### config.mk
export PLATFORM = sky130hd
export DESIGN_NAME = multicycle_controller_flat
export DESIGN_NICKNAME = d
export VERILOG_FILES = /design/src/rtl/rv_mc_pkg.sv /design/src/rtl/multicycle_controller_if.sv /design/src/rtl/mc_branch_resolver.sv /design/src/rtl/multicycle_controller.sv /design/src/flat_wrapper.sv
export SDC_FILE = /design/constraint.sdc
export NUM_CORES = 1
export LEC_CHECK = 0
export BUFFER_PORTS_ARGS = -buffer_cell sky130_fd_sc_hd__buf_2
export CAP_MARGIN = 40
export CORE_UTILIZATION = 51
export CTS_CLUSTER_DIAMETER = 50
export DETAILED_ROUTE_END_ITERATION = 16
export PLACE_DENSITY = 0.8
export SLEW_MARGIN = 20
export SYNTH_ARGS = -nofsm -noshare
export SYNTH_HDL_FRONTEND = slang
export SYNTH_SLANG_ARGS = --single-unit
### constraint.sdc
create_clock -name clk -period 2.4 [get_ports clk]
set_input_delay 0.48 -clock clk [delete_from_list [all_inputs] [get_ports clk]]
set_output_delay 0.48 -clock clk [all_outputs]
set_load 0.01 [all_outputs]
### src/rtl/rv_mc_pkg.sv
// Shared types and encodings for the multi-cycle RV32I controller.
package rv_mc_pkg;

    localparam int unsigned OPCODE_WIDTH = 7;
    localparam int unsigned F3_WIDTH     = 3;

    typedef enum logic [3:0] {
        S_FETCH,
        S_DECODE,
        S_EXEC_R,
        S_EXEC_I,
        S_EXEC_U,
        S_MEM_ADDR,
        S_MEM_RD,
        S_MEM_WR,
        S_WB_ALU,
        S_WB_MEM,
        S_BRANCH,
        S_JAL,
        S_JALR,
        S_ILLEGAL
    } state_e;

    localparam logic [OPCODE_WIDTH-1:0] OP_R      = 7'b0110011;
    localparam logic [OPCODE_WIDTH-1:0] OP_IMM    = 7'b0010011;
    localparam logic [OPCODE_WIDTH-1:0] OP_LOAD   = 7'b0000011;
    localparam logic [OPCODE_WIDTH-1:0] OP_STORE  = 7'b0100011;
    localparam logic [OPCODE_WIDTH-1:0] OP_BRANCH = 7'b1100011;
    localparam logic [OPCODE_WIDTH-1:0] OP_JAL    = 7'b1101111;
    localparam logic [OPCODE_WIDTH-1:0] OP_JALR   = 7'b1100111;
    localparam logic [OPCODE_WIDTH-1:0] OP_LUI    = 7'b0110111;
    localparam logic [OPCODE_WIDTH-1:0] OP_AUIPC  = 7'b0010111;

    localparam logic [2:0] IMM_I = 3'd0;
    localparam logic [2:0] IMM_S = 3'd1;
    localparam logic [2:0] IMM_B = 3'd2;
    localparam logic [2:0] IMM_U = 3'd3;
    localparam logic [2:0] IMM_J = 3'd4;

    localparam logic [1:0] ASEL_RS1  = 2'd0;
    localparam logic [1:0] ASEL_PC   = 2'd1;
    localparam logic [1:0] ASEL_ZERO = 2'd2;

    localparam logic [1:0] WBSEL_MEM = 2'd0;
    localparam logic [1:0] WBSEL_ALU = 2'd1;
    localparam logic [1:0] WBSEL_PC4 = 2'd2;

    localparam logic [2:0] ALUOP_ADD   = 3'b000;
    localparam logic [2:0] ALUOP_R     = 3'b010;
    localparam logic [2:0] ALUOP_I     = 3'b011;
    localparam logic [2:0] ALUOP_PASSB = 3'b100;

    localparam logic [F3_WIDTH-1:0] F3_BEQ  = 3'b000;
    localparam logic [F3_WIDTH-1:0] F3_BNE  = 3'b001;
    localparam logic [F3_WIDTH-1:0] F3_BLT  = 3'b100;
    localparam logic [F3_WIDTH-1:0] F3_BGE  = 3'b101;
    localparam logic [F3_WIDTH-1:0] F3_BLTU = 3'b110;
    localparam logic [F3_WIDTH-1:0] F3_BGEU = 3'b111;

endpackage

### src/rtl/multicycle_controller_if.sv
// Shared instruction/data memory handshake between controller and memory.
interface multicycle_controller_if;
    logic mem_req;
    logic mem_we;
    logic AdrSrc;
    logic mem_ready;

    modport master (output mem_req, output mem_we, output AdrSrc, input mem_ready);
    modport slave  (input mem_req, input mem_we, input AdrSrc, output mem_ready);
endinterface

### src/rtl/mc_branch_resolver.sv
// Combinational branch decision from funct3 and the comparator flags.
module mc_branch_resolver
    import rv_mc_pkg::*;
(
    input  logic [F3_WIDTH-1:0] i_funct3,
    input  logic                i_br_eq,
    input  logic                i_br_lt,
    output logic                o_taken,
    output logic                o_br_un
);

    always_comb begin
        o_taken = 1'b0;
        o_br_un = 1'b0;
        case (i_funct3)
            F3_BEQ:  o_taken = i_br_eq;
            F3_BNE:  o_taken = !i_br_eq;
            F3_BLT:  o_taken = i_br_lt;
            F3_BGE:  o_taken = !i_br_lt;
            F3_BLTU: begin o_taken = i_br_lt;  o_br_un = 1'b1; end
            F3_BGEU: begin o_taken = !i_br_lt; o_br_un = 1'b1; end
            default: o_taken = 1'b0;
        endcase
    end

endmodule

### src/rtl/multicycle_controller.sv
// Multi-cycle RV32I sequencer: fetch/decode/execute/memory/writeback control and retire count.
// Optional MCC_ILLEGAL_TRAP_EN: unknown opcodes trap in ILLEGAL until reset and raise illegal_inst.
module multicycle_controller
    import rv_mc_pkg::*;
#(
    parameter int unsigned INST_WIDTH   = 32,
    parameter int unsigned IMMSEL_WIDTH = 3,
    parameter int unsigned CNT_WIDTH    = 32
) (
    input  logic                    clk,
    input  logic                    rst,
    multicycle_controller_if.master mem,
    input  logic [INST_WIDTH-1:0]   inst,
    input  logic                    BrEq,
    input  logic                    BrLT,
    output logic                    IRWrite,
    output logic                    PCWrite,
    output logic                    PCSel,
    output logic [IMMSEL_WIDTH-1:0] ImmSel,
    output logic [1:0]              ASel,
    output logic                    BSel,
    output logic [2:0]              ALUOp,
    output logic                    BrUn,
    output logic                    RegWEn,
    output logic [1:0]              WBSel,
    output logic                    instr_done,
    output logic [CNT_WIDTH-1:0]    retired_cnt
`ifdef MCC_ILLEGAL_TRAP_EN
    ,
    output logic                    illegal_inst
`endif
);

    state_e                    r_state;
    state_e                    w_next;
    logic [CNT_WIDTH-1:0]      r_cnt;
    logic [OPCODE_WIDTH-1:0]   w_opcode;
    logic [F3_WIDTH-1:0]       w_funct3;
    logic                      w_taken;
    logic                      w_br_un;
    logic                      w_unused_inst;

    assign w_opcode      = inst[6:0];
    assign w_funct3      = inst[14:12];
    assign w_unused_inst = ^inst;

    mc_branch_resolver u_branch (
        .i_funct3 (w_funct3),
        .i_br_eq  (BrEq),
        .i_br_lt  (BrLT),
        .o_taken  (w_taken),
        .o_br_un  (w_br_un)
    );

    always_ff @(posedge clk) begin
        if (rst) r_state <= S_FETCH;
        else     r_state <= w_next;
    end

    always_comb begin
        w_next = r_state;
        case (r_state)
            S_FETCH:  if (mem.mem_ready) w_next = S_DECODE;
            S_DECODE: begin
                case (w_opcode)
                    OP_R:              w_next = S_EXEC_R;
                    OP_IMM:            w_next = S_EXEC_I;
                    OP_LOAD, OP_STORE: w_next = S_MEM_ADDR;
                    OP_BRANCH:         w_next = S_BRANCH;
                    OP_JAL:            w_next = S_JAL;
                    OP_JALR:           w_next = S_JALR;
                    OP_LUI, OP_AUIPC:  w_next = S_EXEC_U;
                    default:           w_next = S_ILLEGAL;
                endcase
            end
            S_EXEC_R, S_EXEC_I, S_EXEC_U: w_next = S_WB_ALU;
            S_MEM_ADDR: w_next = (w_opcode == OP_LOAD) ? S_MEM_RD : S_MEM_WR;
            S_MEM_RD:   if (mem.mem_ready) w_next = S_WB_MEM;
            S_MEM_WR:   if (mem.mem_ready) w_next = S_FETCH;
            S_WB_ALU, S_WB_MEM, S_BRANCH, S_JAL, S_JALR: w_next = S_FETCH;
`ifdef MCC_ILLEGAL_TRAP_EN
            S_ILLEGAL:  w_next = S_ILLEGAL;
`else
            S_ILLEGAL:  w_next = S_FETCH;
`endif
            default:    w_next = S_FETCH;
        endcase
    end

    // Every control output is forced low while rst is high.
    always_comb begin
        mem.mem_req = 1'b0;
        mem.mem_we  = 1'b0;
        mem.AdrSrc  = 1'b0;
        IRWrite     = 1'b0;
        PCWrite     = 1'b0;
        PCSel       = 1'b0;
        ImmSel      = '0;
        ASel        = ASEL_RS1;
        BSel        = 1'b0;
        ALUOp       = ALUOP_ADD;
        BrUn        = 1'b0;
        RegWEn      = 1'b0;
        WBSel       = WBSEL_MEM;
        instr_done  = 1'b0;
`ifdef MCC_ILLEGAL_TRAP_EN
        illegal_inst = 1'b0;
`endif
        if (!rst) begin
            case (r_state)
                S_FETCH: begin
                    mem.mem_req = 1'b1;
                    IRWrite     = mem.mem_ready;
                    PCWrite     = mem.mem_ready;
                end
                S_EXEC_R: ALUOp = ALUOP_R;
                S_EXEC_I: begin
                    ImmSel = IMMSEL_WIDTH'(IMM_I);
                    BSel   = 1'b1;
                    ALUOp  = ALUOP_I;
                end
                S_EXEC_U: begin
                    ImmSel = IMMSEL_WIDTH'(IMM_U);
                    ASel   = (w_opcode == OP_LUI) ? ASEL_ZERO : ASEL_PC;
                    BSel   = 1'b1;
                end
                S_MEM_ADDR: begin
                    ImmSel = (w_opcode == OP_LOAD) ? IMMSEL_WIDTH'(IMM_I) : IMMSEL_WIDTH'(IMM_S);
                    BSel   = 1'b1;
                end
                S_MEM_RD: begin
                    mem.mem_req = 1'b1;
                    mem.AdrSrc  = 1'b1;
                end
                S_MEM_WR: begin
                    mem.mem_req = 1'b1;
                    mem.mem_we  = 1'b1;
                    mem.AdrSrc  = 1'b1;
                    instr_done  = mem.mem_ready;
                end
                S_WB_ALU: begin
                    RegWEn     = 1'b1;
                    WBSel      = WBSEL_ALU;
                    instr_done = 1'b1;
                end
                S_WB_MEM: begin
                    RegWEn     = 1'b1;
                    instr_done = 1'b1;
                end
                S_BRANCH: begin
                    ImmSel     = IMMSEL_WIDTH'(IMM_B);
                    ASel       = ASEL_PC;
                    BSel       = 1'b1;
                    PCSel      = 1'b1;
                    PCWrite    = w_taken;
                    BrUn       = w_br_un;
                    instr_done = 1'b1;
                end
                S_JAL, S_JALR: begin
                    ImmSel     = (r_state == S_JAL) ? IMMSEL_WIDTH'(IMM_J) : IMMSEL_WIDTH'(IMM_I);
                    ASel       = (r_state == S_JAL) ? ASEL_PC : ASEL_RS1;
                    BSel       = 1'b1;
                    PCSel      = 1'b1;
                    PCWrite    = 1'b1;
                    RegWEn     = 1'b1;
                    WBSel      = WBSEL_PC4;
                    instr_done = 1'b1;
                end
`ifdef MCC_ILLEGAL_TRAP_EN
                S_ILLEGAL: illegal_inst = 1'b1;
`else
                S_ILLEGAL: instr_done = 1'b1;
`endif
                default: ;
            endcase
        end
    end

    always_ff @(posedge clk) begin
        if (rst)             r_cnt <= '0;
        else if (instr_done) r_cnt <= r_cnt + CNT_WIDTH'(1);
    end

    assign retired_cnt = rst ? '0 : r_cnt;

endmodule
### src/flat_wrapper.sv
// flat-port wrapper written by rule: the top's interface ports become plain ports
module multicycle_controller_flat import rv_mc_pkg::*;
#(
    parameter int unsigned INST_WIDTH   = 32,
    parameter int unsigned IMMSEL_WIDTH = 3,
    parameter int unsigned CNT_WIDTH    = 32
)
  (clk, rst, inst, BrEq, BrLT, IRWrite, PCWrite, PCSel, ImmSel, ASel, BSel, ALUOp, BrUn, RegWEn, WBSel, instr_done, retired_cnt, mem_mem_req, mem_mem_we, mem_AdrSrc, mem_mem_ready);
  multicycle_controller_if mem_i ();
  input  logic clk;
  input  logic rst;
  input  logic [INST_WIDTH-1:0] inst;
  input  logic BrEq;
  input  logic BrLT;
  output logic IRWrite;
  output logic PCWrite;
  output logic PCSel;
  output logic [IMMSEL_WIDTH-1:0] ImmSel;
  output logic [1:0] ASel;
  output logic BSel;
  output logic [2:0] ALUOp;
  output logic BrUn;
  output logic RegWEn;
  output logic [1:0] WBSel;
  output logic instr_done;
  output logic [CNT_WIDTH-1:0] retired_cnt;
  output wire logic [$bits(mem_i.mem_req)-1:0] mem_mem_req;
  output wire logic [$bits(mem_i.mem_we)-1:0] mem_mem_we;
  output wire logic [$bits(mem_i.AdrSrc)-1:0] mem_AdrSrc;
  input wire logic [$bits(mem_i.mem_ready)-1:0] mem_mem_ready;
  assign mem_mem_req = mem_i.mem_req;
  assign mem_mem_we = mem_i.mem_we;
  assign mem_AdrSrc = mem_i.AdrSrc;
  assign mem_i.mem_ready = mem_mem_ready;
  multicycle_controller #(.INST_WIDTH(INST_WIDTH), .IMMSEL_WIDTH(IMMSEL_WIDTH), .CNT_WIDTH(CNT_WIDTH)) u_core (.clk(clk), .rst(rst), .mem(mem_i), .inst(inst), .BrEq(BrEq), .BrLT(BrLT), .IRWrite(IRWrite), .PCWrite(PCWrite), .PCSel(PCSel), .ImmSel(ImmSel), .ASel(ASel), .BSel(BSel), .ALUOp(ALUOp), .BrUn(BrUn), .RegWEn(RegWEn), .WBSel(WBSel), .instr_done(instr_done), .retired_cnt(retired_cnt));
endmodule
# == After elaboration in Yosys (flattened, before gate mapping) ==
# Index checks and enable logic that the tools add are counted.
# classes
add_sub_neg,1
eq_ne,30
reduce_logical,18
muxes,41
# ops
op,n
"adder 32 x 1 -> 32 bit, second input constant",1
2-to-1 mux 32 bit,1
one-hot mux 4 bit (7 select lines),1
"equality test 4 bit, second input constant",6
one-hot mux 4 bit (6 select lines),1
2-to-1 mux 1 bit,22
"equality test 7 x 6 -> 1 bit, second input constant",3
"equality test 7 bit, second input constant",3
"equality test 4 x 3 -> 1 bit, second input constant",4
"equality test 7 x 5 -> 1 bit, second input constant",2
OR reduction 2 bit,7
"equality test 3 bit, second input constant",4
2-to-1 mux 4 bit,3
one-hot mux 3 bit (4 select lines),1
OR reduction 6 bit,2
2-to-1 mux 3 bit,3
OR reduction 3 bit,3
"equality test 4 x 2 -> 1 bit, second input constant",2
one-hot mux 2 bit (2 select lines),2
"equality test 7 x 2 -> 1 bit, second input constant",1
2-to-1 mux 2 bit,3
"!= test 2 bit, second input constant",3
one-hot mux 2 bit (3 select lines),1
"equality test 4 x 1 -> 1 bit, second input constant",1
9 further kinds,10
# totals
output_inout_bits,52
register_bits,36
word_cells,92

# == Logic depth before layout (Yosys ltp) ==
# logic_depth
ltp_word,5
mapped_depth,7

# == Modules after synthesis ==
# A second synthesis with hierarchy kept.
# hier_totals
cells_unflattened,313
area_unflattened_um2,2456.1
# modules_own_cells
module,n_inst,area_per_inst_um2,cells_each,seq_area_each_um2
multicycle_controller,1,2412.3,307,720.7
mc_branch_resolver,1,43.8,6,0.0

# == Least setup slack after synthesis ==
# OpenSTA, ideal clock, no wires.
# synth_path
kind,input -> output
start,input rst
end,output ImmSel[0]
setup_slack_ns,0.232
t_arrival_ns,1.688
stages,4
path_cell_list,buf_2 > clkbuf_1 > clkbuf_1 > a2111oi_0
# synth_between
elab_chain_cells,1
# synth_lines
element,line,rtl
start: declaration,flat_wrapper.sv:11,input logic rst;
2-to-1 mux 3 bit,multicycle_controller.sv:109,if (!rst) begin
end: declaration,flat_wrapper.sv:18,output logic [IMMSEL_WIDTH-1:0] ImmSel;
# No other way between the ends.

# == Final worst setup path ==
# layout_path
start,register u_core.r_state[3]
end,output PCWrite
# layout_between
elab_chain_cells,4
word_cells_on_any_way,7
classes_between,3 x eq/ne; 2 x mux; 2 x reduce/logical
# layout_lines
element,line,rtl
start: declaration,multicycle_controller.sv:34,state_e r_state;
start signal: assignment,multicycle_controller.sv:57,else r_state <= w_next;
equality test 4 bit,multicycle_controller.sv:110,case (r_state)
OR reduction 2 bit,-,
one-hot mux 1 bit (3 select lines) (*),multicycle_controller.sv:110,
2-to-1 mux 1 bit (*),multicycle_controller.sv:109,
end: declaration,flat_wrapper.sv:16,output logic PCWrite;
# Mark *: on every way between the ends. The rest lies on a longest branch, timed or not.

==> qor.yml <==
status: "finished clean"
final.setup.worst_slack_ns: 0.114
worst-path-stages: 5
p_sw_frac: 0.353
hold_path_class: "reg -> reg"
setup_violations: 0
p_clk_frac: 0.270
synthToLayoutAreaGrowth_pct: 17.8
ys.warnings.count: 0
dieHeight_um: 72.9
synthesis.nets: 363
dpl.hpwl_um: 4290
pre_cts_ws_ns: 0.183
rsz0062_at_grt: "no"
power.leakage_nw: 1.27
combPwrFrac: 0.306
track_usage: 0.238
ys_seq_area_frac: 0.281
min_period_ns: 2.29
cp-end-kind: "output port"
multi_input_area_um2: 1690
finalWirelength_um: 6060
syn_area_per_cell_um2: 7.89
dieWidth_um: 72.9
drc: 0
fin_nets: 419
worstPathRequired_ns: 1.92
cp_num_buf_inv: 1
crit_fanout: 14
vias: 2554
irDropWorstVdd_mv: 0.495
cp_slowest_stage_delay_ns: 0.53
cts_max_level: 2
top_usage_layer: "met2"
wl_per_cell_um: 13.5
drt-initial-drc-count: 145
use_met3: 0.0525
async_flop_share: 0
grtUsageMet1: 0.308
power_switching_w: 0.000593
fin_crit_sh: 0.953
ant_nets: 0
start_util: 0.536
grt_overflow: 0
p_int_w: 0.00109
antenna_found_initial: 0
cp_common_cell: "nand2_1"
grt_pass1_wl_um: 9850
n_fill_cell: 441
grt_max_degree: 68
hold_viol: 0
cp.arrival_ns: 1.81
clk_latency_ns: 0.29
start_kind: "flop"
dr.pass1.iters: 4
gr-usage-met2: 0.385
drv_cap: 0
seqPwrFrac: 0.424
cts.path.max_buffers: 2
ff2ff_path_depth: 5
rows: 25
path_cells: "or3b_2, nand2_1, nand2_1, a211oi_1, buf_2"
clk_pin_slew_ns: 0.07
core_um2: 4790
antenna_cells: 0
slowest_stage: "or3b_2"
clock_sinks: 36
min_path_cells: 2
synth-edff-count: 0
worst_pin_slew_ns: 0.577
slew_headroom: 0.615
crit_type: "reg -> out"
globalplace.congestion: 0.835
synth-main-ff-cell: "dfxtp_1"
place.port_buffers: 65
tns_ns: 0
powerDensity_nw_per_um2: 556
crit_family: "simple AND/OR/NAND/NOR gates"
synth-seq-cells: 36
cts_hold_buf: 0
post_cts_buffers: 0
fin_skew_ns: 0.00486
via_per_inst: 5.69
cts_tree: "built"
dieArea_um2: 5320
seqCellArea_um2: 723
max_freq_ghz: 0.437
root_buffer: "clkbuf_8"
slew_viol_final: 0
io_pins: 89
cts_inserted_buffers: 5
grt_pass1_vias: 2177
synth_cell_type_count: 52
synthCells: 325
syn-cell-area_um2: 2560
layout-drive-gt1-share: 0.298
==> per-stage QoR <==
stage | cells | utilization | total power (W) | area [um^2] | hold WS, ns
6_report | 449 | 0.631 | 0.00168 | 3020 | 0.518
5_1_grt | 449 | 0.631 | 0.00178 | 3020 | 0.544
4_1_cts | 449 | 0.631 | 0.00169 | 3020 | 0.514
3_5_place_dp | 441 | 0.611 | 0.00123 | 2920 | 0.504
3_3_place_gp | 441 | 0.611 | 0.00122 | 2920 | 0.492
2_1_floorplan | 325 | - | 0.00109 | 2560 | 0.469
==> worst min-delay path: cells and delay by family (launching register included) <==
family,cells,cell delay (ns)
flops,1,0.34
compound gates,2,0.13
==> sequential cells by signal, indices dropped and copies added (netlist names) <==
register and cells:
u_core.r_cnt 32, u_core.r_state 4
==> logic make-up after synthesis <==
family          synth area share
other cells              0.00146
compound gates             0.120
buf+inv                   0.0600
mux                        0.101
xor+xnor                  0.0137
flops                      0.281
simple gates               0.419
fa+ha+maj                0.00488
==> cell usage in the layout, fill, tap and decap left out, drive strengths merged, types with 6 or more instances in the layout <==
cell type	instances
a21oi	13
buf	73
clkbuf	7
dfxtp	36
inv	8
mux2	23
nand2	20
nand2b	6
nand3	14
nand4	14
nor2	38
nor2b	33
nor3	9
nor4	17
o21ai	10
or3	6
==> layout make-up <==
type,count,area share
Clock buffer,7,0.0286
Multi-Input combinational cell,257,0.560
Clock inverter,1,0.00248
Timing Repair Buffer,73,0.132
Sequential cell,36,0.239
Tap cell,67,0.0277
Inverter,8,0.00994
==> power by group through the flow <==
| stage | Combinational [W] | Clock, W | Sequential [W] |
|---|---|---|---|
| CTS | 0.000514 | 0.000470 | 0.000708 |
| finish | 0.000514 | 0.000453 | 0.000712 |
| global route | 0.000578 | 0.000485 | 0.000722 |
| global placement | 0.000501 | 0 | 0.000721 |
| floorplan | 0.000416 | 0 | 0.000673 |
| detailed placement | 0.000510 | 0 | 0.000720 |
==> synth_stat cells (2+ instances only) <==
master	number	area share
nor2b_1	33	0.080
a211oi_1	3	0.0088
and4_1	4	0.014
clkbuf_1	10	0.015
inv_1	7	0.010
nand2_1	20	0.029
a21boi_0	2	0.0059
a21oi_1	13	0.025
nor4_2	5	0.024
nand4_1	14	0.034
o32a_1	2	0.0078
nand2b_1	6	0.015
and3_1	4	0.0098
o31ai_1	5	0.015
or2_2	3	0.0073
nand3_1	13	0.025
mux2_2	16	0.070
buf_2	6	0.012
nor3_1	9	0.018
o21ai_0	10	0.020
buf_6	3	0.013
mux2_1	7	0.031
and2_1	3	0.0073
nor2_1	38	0.056
a2111oi_0	2	0.0068
or4_1	4	0.012
dfxtp_1	36	0.28
nor4_1	11	0.027
or3_1	6	0.015
o22a_1	2	0.0068
buf_1	4	0.0059
xor2_1	4	0.014
==> routing by layer <==
metal,part of all wire,vias up
met3,0.048,5
met1,0.46,1186
met2,0.47,73
li1,-,1290
met4,0.013,0
met5,0,-
==> worst paths after layout <==
path,startpoint,to,slack (ns)
setup / recovery,u_core.r_state[3],PCWrite,0.11
hold / removal,u_core.r_cnt[10],u_core.r_cnt[10],0.52
setup reg to reg,u_core.r_cnt[0],u_core.r_cnt[18],0.30
hold reg to reg,u_core.r_cnt[10],u_core.r_cnt[10],0.52
==> timing repair <==
action,in CTS,in global routing
endpoints found under the setup margin,1,4
resized for setup,1,2
pin swaps,0,0
(Power assumes the default switching activity.)
